`src/rtl/d_transfer_seq.sv`:
```
// d_transfer_seq: multi-cycle sequencer for D-format load/store (LDUR/STUR
// family). It walks IDLE -> ADDR -> MEM -> [WB] -> [BASE] and drives one
// datapath control word per cycle. It covers B/H/W/X sizes, sign-extending
// loads, pre/post-index base writeback, a mem_ready wait with timeout, and
// alignment and illegal-encoding faults.
//
// Ports:
//   clock, reset_n   rising-edge clock, synchronous active-low reset
//   start, I         instruction valid and word (sampled in IDLE only)
//   addr_lo          address bits [2:0], used on the first MEM cycle
//   mem_ready        memory access completes this cycle (MEM only)
//   ContW            {NState, K, WR, IL, En_ALU, En_B, En_Addr, En_PC,
//                     En_PC_Addr, B_SEL, PC_SEL, W_En, O_En, CS, En_Stat,
//                     PS[1:0], FS[4:0], BA, AA, DA}
//   mem_size         captured I[31:30]
//   ld_signed        captured load is sign-extending
//   busy, done       non-IDLE; one-cycle pulse on the final cycle
//   fault, fault_code  sticky fault until the next accepted start
module d_transfer_seq #(
  parameter int K_W         = 64,
  parameter int WAIT_MAX    = 15,
  parameter int ALIGN_CHECK = 1,
  localparam int CW_W       = K_W + 36
) (
  input  logic            clock,
  input  logic            reset_n,
  input  logic            start,
  input  logic [31:0]     I,
  input  logic [2:0]      addr_lo,
  input  logic            mem_ready,
  output logic [CW_W-1:0] ContW,
  output logic [1:0]      mem_size,
  output logic            ld_signed,
  output logic            busy,
  output logic            done,
  output logic            fault,
  output logic [1:0]      fault_code
);

  localparam logic [4:0] FS_ADD     = 5'b01000;
  localparam logic [1:0] FC_ALIGN   = 2'b01;
  localparam logic [1:0] FC_TIMEOUT = 2'b10;
  localparam logic [1:0] FC_ILLEGAL = 2'b11;
  localparam bit         ALIGN_ON   = (ALIGN_CHECK != 0);

  typedef enum logic [2:0] {IDLE, ADDR, MEM, WB, BASE, FAULT} seqStateT;

  // Only the instruction fields the sequence uses are kept.
  typedef struct packed {
    logic [1:0] size;
    logic [1:0] opc;
    logic [8:0] imm9;
    logic [1:0] idx;
    logic [4:0] rn;
    logic [4:0] rt;
  } instT;

  typedef struct packed {
    logic           nState;
    logic [K_W-1:0] k;
    logic           wr;
    logic           il;
    logic           enAlu;
    logic           enB;
    logic           enAddr;
    logic           enPc;
    logic           enPcAddr;
    logic           bSel;
    logic           pcSel;
    logic           wEn;
    logic           oEn;
    logic           cs;
    logic           enStat;
    logic [1:0]     ps;
    logic [4:0]     fs;
    logic [4:0]     ba;
    logic [4:0]     aa;
    logic [4:0]     da;
  } cwT;

  seqStateT       state, nxt;
  instT           inst;
  logic [7:0]     waitCnt;
  cwT             cw;
  logic           fin, faultSet, misaligned, isStore, indexed;
  logic [1:0]     faultCodeNxt;
  logic [2:0]     alignMask;
  logic [K_W-1:0] simm;

  // Opcode-class bits and the unused I[21] carry no meaning here.
  logic unusedBits;
  assign unusedBits = ^{I[29:24], I[21]};

  assign simm    = {{(K_W-9){inst.imm9[8]}}, inst.imm9};
  assign isStore = (inst.opc == 2'b00);
  assign indexed = (inst.idx != 2'b00);

  always_comb begin
    unique case (inst.size)
      2'b00:   alignMask = 3'b000;
      2'b01:   alignMask = 3'b001;
      2'b10:   alignMask = 3'b011;
      default: alignMask = 3'b111;
    endcase
  end

  assign misaligned = ALIGN_ON && ((addr_lo & alignMask) != 3'b000);

  always_comb begin
    nxt          = state;
    cw           = '0;
    fin          = 1'b0;
    done         = 1'b0;
    faultSet     = 1'b0;
    faultCodeNxt = 2'b00;
    unique case (state)
      IDLE: begin
        if (start) begin
          if (I[23:22] == 2'b11 || I[11:10] == 2'b10) begin
            nxt          = FAULT;
            faultSet     = 1'b1;
            faultCodeNxt = FC_ILLEGAL;
          end else begin
            nxt = ADDR;
          end
        end
      end
      ADDR: begin
        cw.aa     = inst.rn;
        cw.bSel   = 1'b1;
        cw.enAlu  = 1'b1;
        cw.enAddr = 1'b1;
        cw.fs     = FS_ADD;
        // Post-index accesses memory at the unmodified base.
        cw.k      = (inst.idx == 2'b01) ? '0 : simm;
        nxt       = MEM;
      end
      MEM: begin
        cw.cs = 1'b1;
        if (isStore) begin
          cw.ba  = inst.rt;
          cw.enB = 1'b1;
          cw.wEn = 1'b1;
        end else begin
          cw.oEn = 1'b1;
        end
        // waitCnt==0 marks the first MEM cycle; misalignment beats ready.
        if (waitCnt == 8'd0 && misaligned) begin
          cw.cs        = 1'b0;
          cw.wEn       = 1'b0;
          cw.oEn       = 1'b0;
          nxt          = FAULT;
          faultSet     = 1'b1;
          faultCodeNxt = FC_ALIGN;
        end else if (mem_ready) begin
          if (!isStore)     nxt = WB;
          else if (indexed) nxt = BASE;
          else              fin = 1'b1;
        end else if (waitCnt == 8'(WAIT_MAX - 1)) begin
          nxt          = FAULT;
          faultSet     = 1'b1;
          faultCodeNxt = FC_TIMEOUT;
        end
      end
      WB: begin
        cw.wr  = 1'b1;
        cw.da  = inst.rt;
        cw.oEn = 1'b1;
        cw.cs  = 1'b1;
        if (indexed) nxt = BASE;
        else         fin = 1'b1;
      end
      BASE: begin
        cw.aa    = inst.rn;
        cw.k     = simm;
        cw.bSel  = 1'b1;
        cw.enAlu = 1'b1;
        cw.fs    = FS_ADD;
        cw.wr    = 1'b1;
        cw.da    = inst.rn;
        fin      = 1'b1;
      end
      FAULT: begin
        cw.enStat = 1'b1;
        nxt       = IDLE;
      end
      default: nxt = IDLE;
    endcase
    if (fin) begin
      cw.ps = 2'b01;
      done  = 1'b1;
      nxt   = IDLE;
    end
  end

  always_ff @(posedge clock) begin
    if (!reset_n) begin
      state      <= IDLE;
      inst       <= '0;
      waitCnt    <= '0;
      fault      <= 1'b0;
      fault_code <= 2'b00;
    end else begin
      state   <= nxt;
      // Counts not-ready MEM cycles; cleared whenever MEM is left.
      waitCnt <= (state == MEM && nxt == MEM) ? waitCnt + 8'd1 : 8'd0;
      if (state == IDLE && start) begin
        inst       <= {I[31:30], I[23:22], I[20:12], I[11:10], I[9:5], I[4:0]};
        fault      <= 1'b0;
        fault_code <= 2'b00;
      end
      if (faultSet) begin
        fault      <= 1'b1;
        fault_code <= faultCodeNxt;
      end
    end
  end

  assign ContW     = cw;
  assign mem_size  = inst.size;
  assign ld_signed = (inst.opc == 2'b10);
  assign busy      = (state != IDLE);

endmodule
```
`config.mk`:
```
export PLATFORM = sky130hd
export DESIGN_NAME = d_transfer_seq
export DESIGN_NICKNAME = d
export VERILOG_FILES = /design/src/rtl/d_transfer_seq.sv
export SDC_FILE = /design/constraint.sdc
export NUM_CORES = 1
export LEC_CHECK = 0
export ABC_AREA = 1
export BUFFER_PORTS_ARGS = -buffer_cell sky130_fd_sc_hd__buf_2
export CORE_MARGIN = 8
export CORE_UTILIZATION = 44
export CTS_CLUSTER_SIZE = 25
export DETAILED_ROUTE_END_ITERATION = 10
export GPL_ROUTABILITY_DRIVEN = 1
export GPL_TIMING_DRIVEN = 0
export PLACE_DENSITY = 0.78
export SETUP_SLACK_MARGIN = 0.2
export SYNTH_ARGS = -nofsm -noshare
export SYNTH_HDL_FRONTEND = slang
export SYNTH_SLANG_ARGS = --single-unit
```
`constraint.sdc`:
```
create_clock -name clock -period 4.2 [get_ports clock]
set_input_delay 0.42 -clock clock [delete_from_list [all_inputs] [get_ports clock]]
set_output_delay 0.42 -clock clock [all_outputs]
set_load 0.05 [all_outputs]
```
==> out/metrics.cfg <==
[outcome]
run_status=completed

[timing]
fmax_mhz=283
tns_ps=0
fin_skew_ps=7.98
tightest_slew_ps=1040
period_needed_ps=3540
finalMaxSlewViolations=0
finalHoldViolCount=0
setup_violations=0
holdWs_ps=403
rsz0062_at_grt=false
slew_headroom=0.302
fin_crit_sh=0.843

[clock_network]
h-tree-depth=2
cts_buffers=5
cts.sinks=39
cts-hold-fix-buffers=0
cts_setup_buffers=0
cts_resized=0
cts_tree=built
cts-root-buf=clkbuf_8
clock_latency_ps=300
clk_pin_slew_ps=80
cts_buffer_depth=2

[detailed_routing]
drt_iter0_drc=94
drt-total-wl_mm=7.05
via_count=2471
via_per_inst=4.37
drc=0
postRouteAntennaNets=0
dr.pass1.iters=5
wire_per_inst_microns=12.5

[global_routing]
first_global_vias=2250
track_usage=0.169
overflow=0
grt_max_degree=57
grt_pass1_wl_mm=11.4
grt_antenna_before_repair=0

[pwr]
combPwrFrac=0.491
peakVddDrop_mv=0.175
finalPower_w=0.00133
powerDensity_nw_per_um2=404
p_leak_nw=1.94
clockPowerShare=0.188
p_seq_frac=0.322
internal_power_w=0.000699
switching_share=0.475
netSwitchingPower_w=0.000632

[synthesis]
synth_cell_type_count=26
synth_edf_count=0
synth_top_area_frac=0.322
syn_avg_cell_area_sq_um=7.00
synthCells=346
yosysTopAreaCell=dfxtp_1
ys_seq_area_frac=0.322
ys_ff_latch=39
ys_top_cells_by_area=dfxtp_1, buf_4, nor2_1, inv_1, a21oi_1
ys_warn_count=0
syn-cell-area_sq_um=2420
synthArstFlopShare=0
synth_ff_type=dfxtp_1

[min_path]
hp-start=I[8]
min_path_cells=3
hp-class=in -> reg
min_to=inst[8]$_SDFFE_PN0P_

[setup_path]
worstSetupPathType=reg -> out
cpMostUsedCell=inv_1
crit_chain=inv_1, nor2_1, inv_1, nand2_1, o31ai_2, nor2_4, buf_4, buf_2
ff2ff_path_depth=10
reg2reg_to=waitCnt[6]$_SDFF_PN0_
cp.depth=8
endpoint_kind=output port
cpMaxStageDelayCell=nor2_4
cpPeakStageDelay_ps=850
cp_top_family=simple AND/OR/NAND/NOR gates
cp.required_ps=3780
worst-path-buf-inv=4
r2r-start=waitCnt[0]$_SDFF_PN0_
cp_max_fo=56
critPathLaunch=state[2]$_SDFF_PN0_
regToRegSetupSlack_ps=2560
start_kind=flop
crit_arrival_ps=3120

[placement]
place_congestion=0.902
portBuffers=129
dp_hpwl_mm=5.69

[cells_and_area]
fin_nets=533
area_growth_pct=35.9
drive_gt1_frac=0.447

[floorplanning]
die_x_microns=90.2
boundaryPins=147
start_util=0.448
die_area_sq_um=8130
die_y_microns=90.2
num_rows=27
design.core.area_sq_um=5410

[flow_run]
max_cap_violations=0

[cell families after synthesis]
family / count (synthesis) / share of synthesized area
and+or+nand+nor: 106 / 0.191
xor gates and xnor gates: 6 / 0.0217
other: 1 / 0.00155
adders and majority gates: 3 / 0.0155
DFF: 39 / 0.322
buffers and inverters: 125 / 0.302
AOI/OAI and AO/OA: 66 / 0.145
[layer usage]
metal  vias to the layer above  wire length (microns)  global-route usage
li1                       1293                      -                   -
met1                      1093                   2800               0.190
met2                        74                   3720               0.301
met3                        11                    409              0.0407
met4                         0                    124              0.0610
met5                         -                      0                   0
[synthesized netlist by cell type (2+ instances only)]
library cell  instances
xor2_1                3
nor2_1               49
nor2_4                2
inv_2                 3
ha_1                  3
nand2_2               3
a21oi_1              31
o22ai_1               5
nand2_1              34
nand3_1              11
inv_1                45
nor3_1                3
buf_4                70
xnor2_1               3
o21ai_0              26
clkbuf_1              6
nand4_1               2
dfxtp_1              39
[worst reg2reg max path: cells and delay by family (launching register included)]
| kind | cells | cell delay [ps] |
|---|---|---|
| AND/OR/NAND/NOR | 7 | 800 |
| flip-flops | 1 | 330 |
| adder cells (fa/ha/maj) | 1 | 170 |
| AO/OA/AOI/OAI | 1 | 170 |
| buffers and inverters | 1 | 100 |
[cell usage in the layout (no fill, tap or decap), drive strengths merged]
cell      instances
xnor2             3
a31oi             1
nor2             52
a21oi            32
dfxtp            39
nand4             3
clkinv            1
xor2              3
inv              48
nor3              3
buf             200
nand2            37
conb             10
o21ai            26
nand3            11
clkinvlp          1
diode             1
o211ai            1
o22ai             5
o31ai             1
clkbuf           12
ha                3
[sequential cells by signal (all words and copies together), names as in the netlist]
| name | cells |
|---|---|
| inst | 23 |
| fault_code | 2 |
| mem_size | 2 |
| state | 3 |
| waitCnt | 8 |
| fault | 1 |
[stage by stage]
step	setup slack, ps	cell area, sq um	cells	util
after global placement	1070	3200	556	0.593
after floorplan	647	2470	355	-
final	661	3290	565	0.609
after CTS	648	3290	564	0.608
after global routing	319	3290	564	0.608
after detailed placement	979	3200	556	0.593
[power by group through the flow]
stage | clock network (W) | registers [W] | logic [W]
final | 0.000250 | 0.000428 | 0.000653
after global placement | 0 | 0.000435 | 0.000646
after floorplan | 0 | 0.000442 | 0.000511
after CTS | 0.000257 | 0.000428 | 0.000655
after global routing | 0.000275 | 0.000432 | 0.000696
after detailed placement | 0 | 0.000436 | 0.000654
[worst max path at each step]
stage / end
after floorplan: ContW[44]
after global placement: ContW[68]
after detailed placement: ContW[73]
after CTS: ContW[73]
after global routing: ContW[81]
final: ContW[51]
[area by class of cell]
class	instances	area, sq um
timing repair buffer	129	646
buffer	77	552
clock buffer	6	72.6
fill	534	2110
sequential	39	781
multi-input combinational	191	955
clock inverter	2	12.5
tap	72	90.1
antenna	1	2.50
inverter	48	180
No activity file was read; power rests on OpenSTA's default activity.
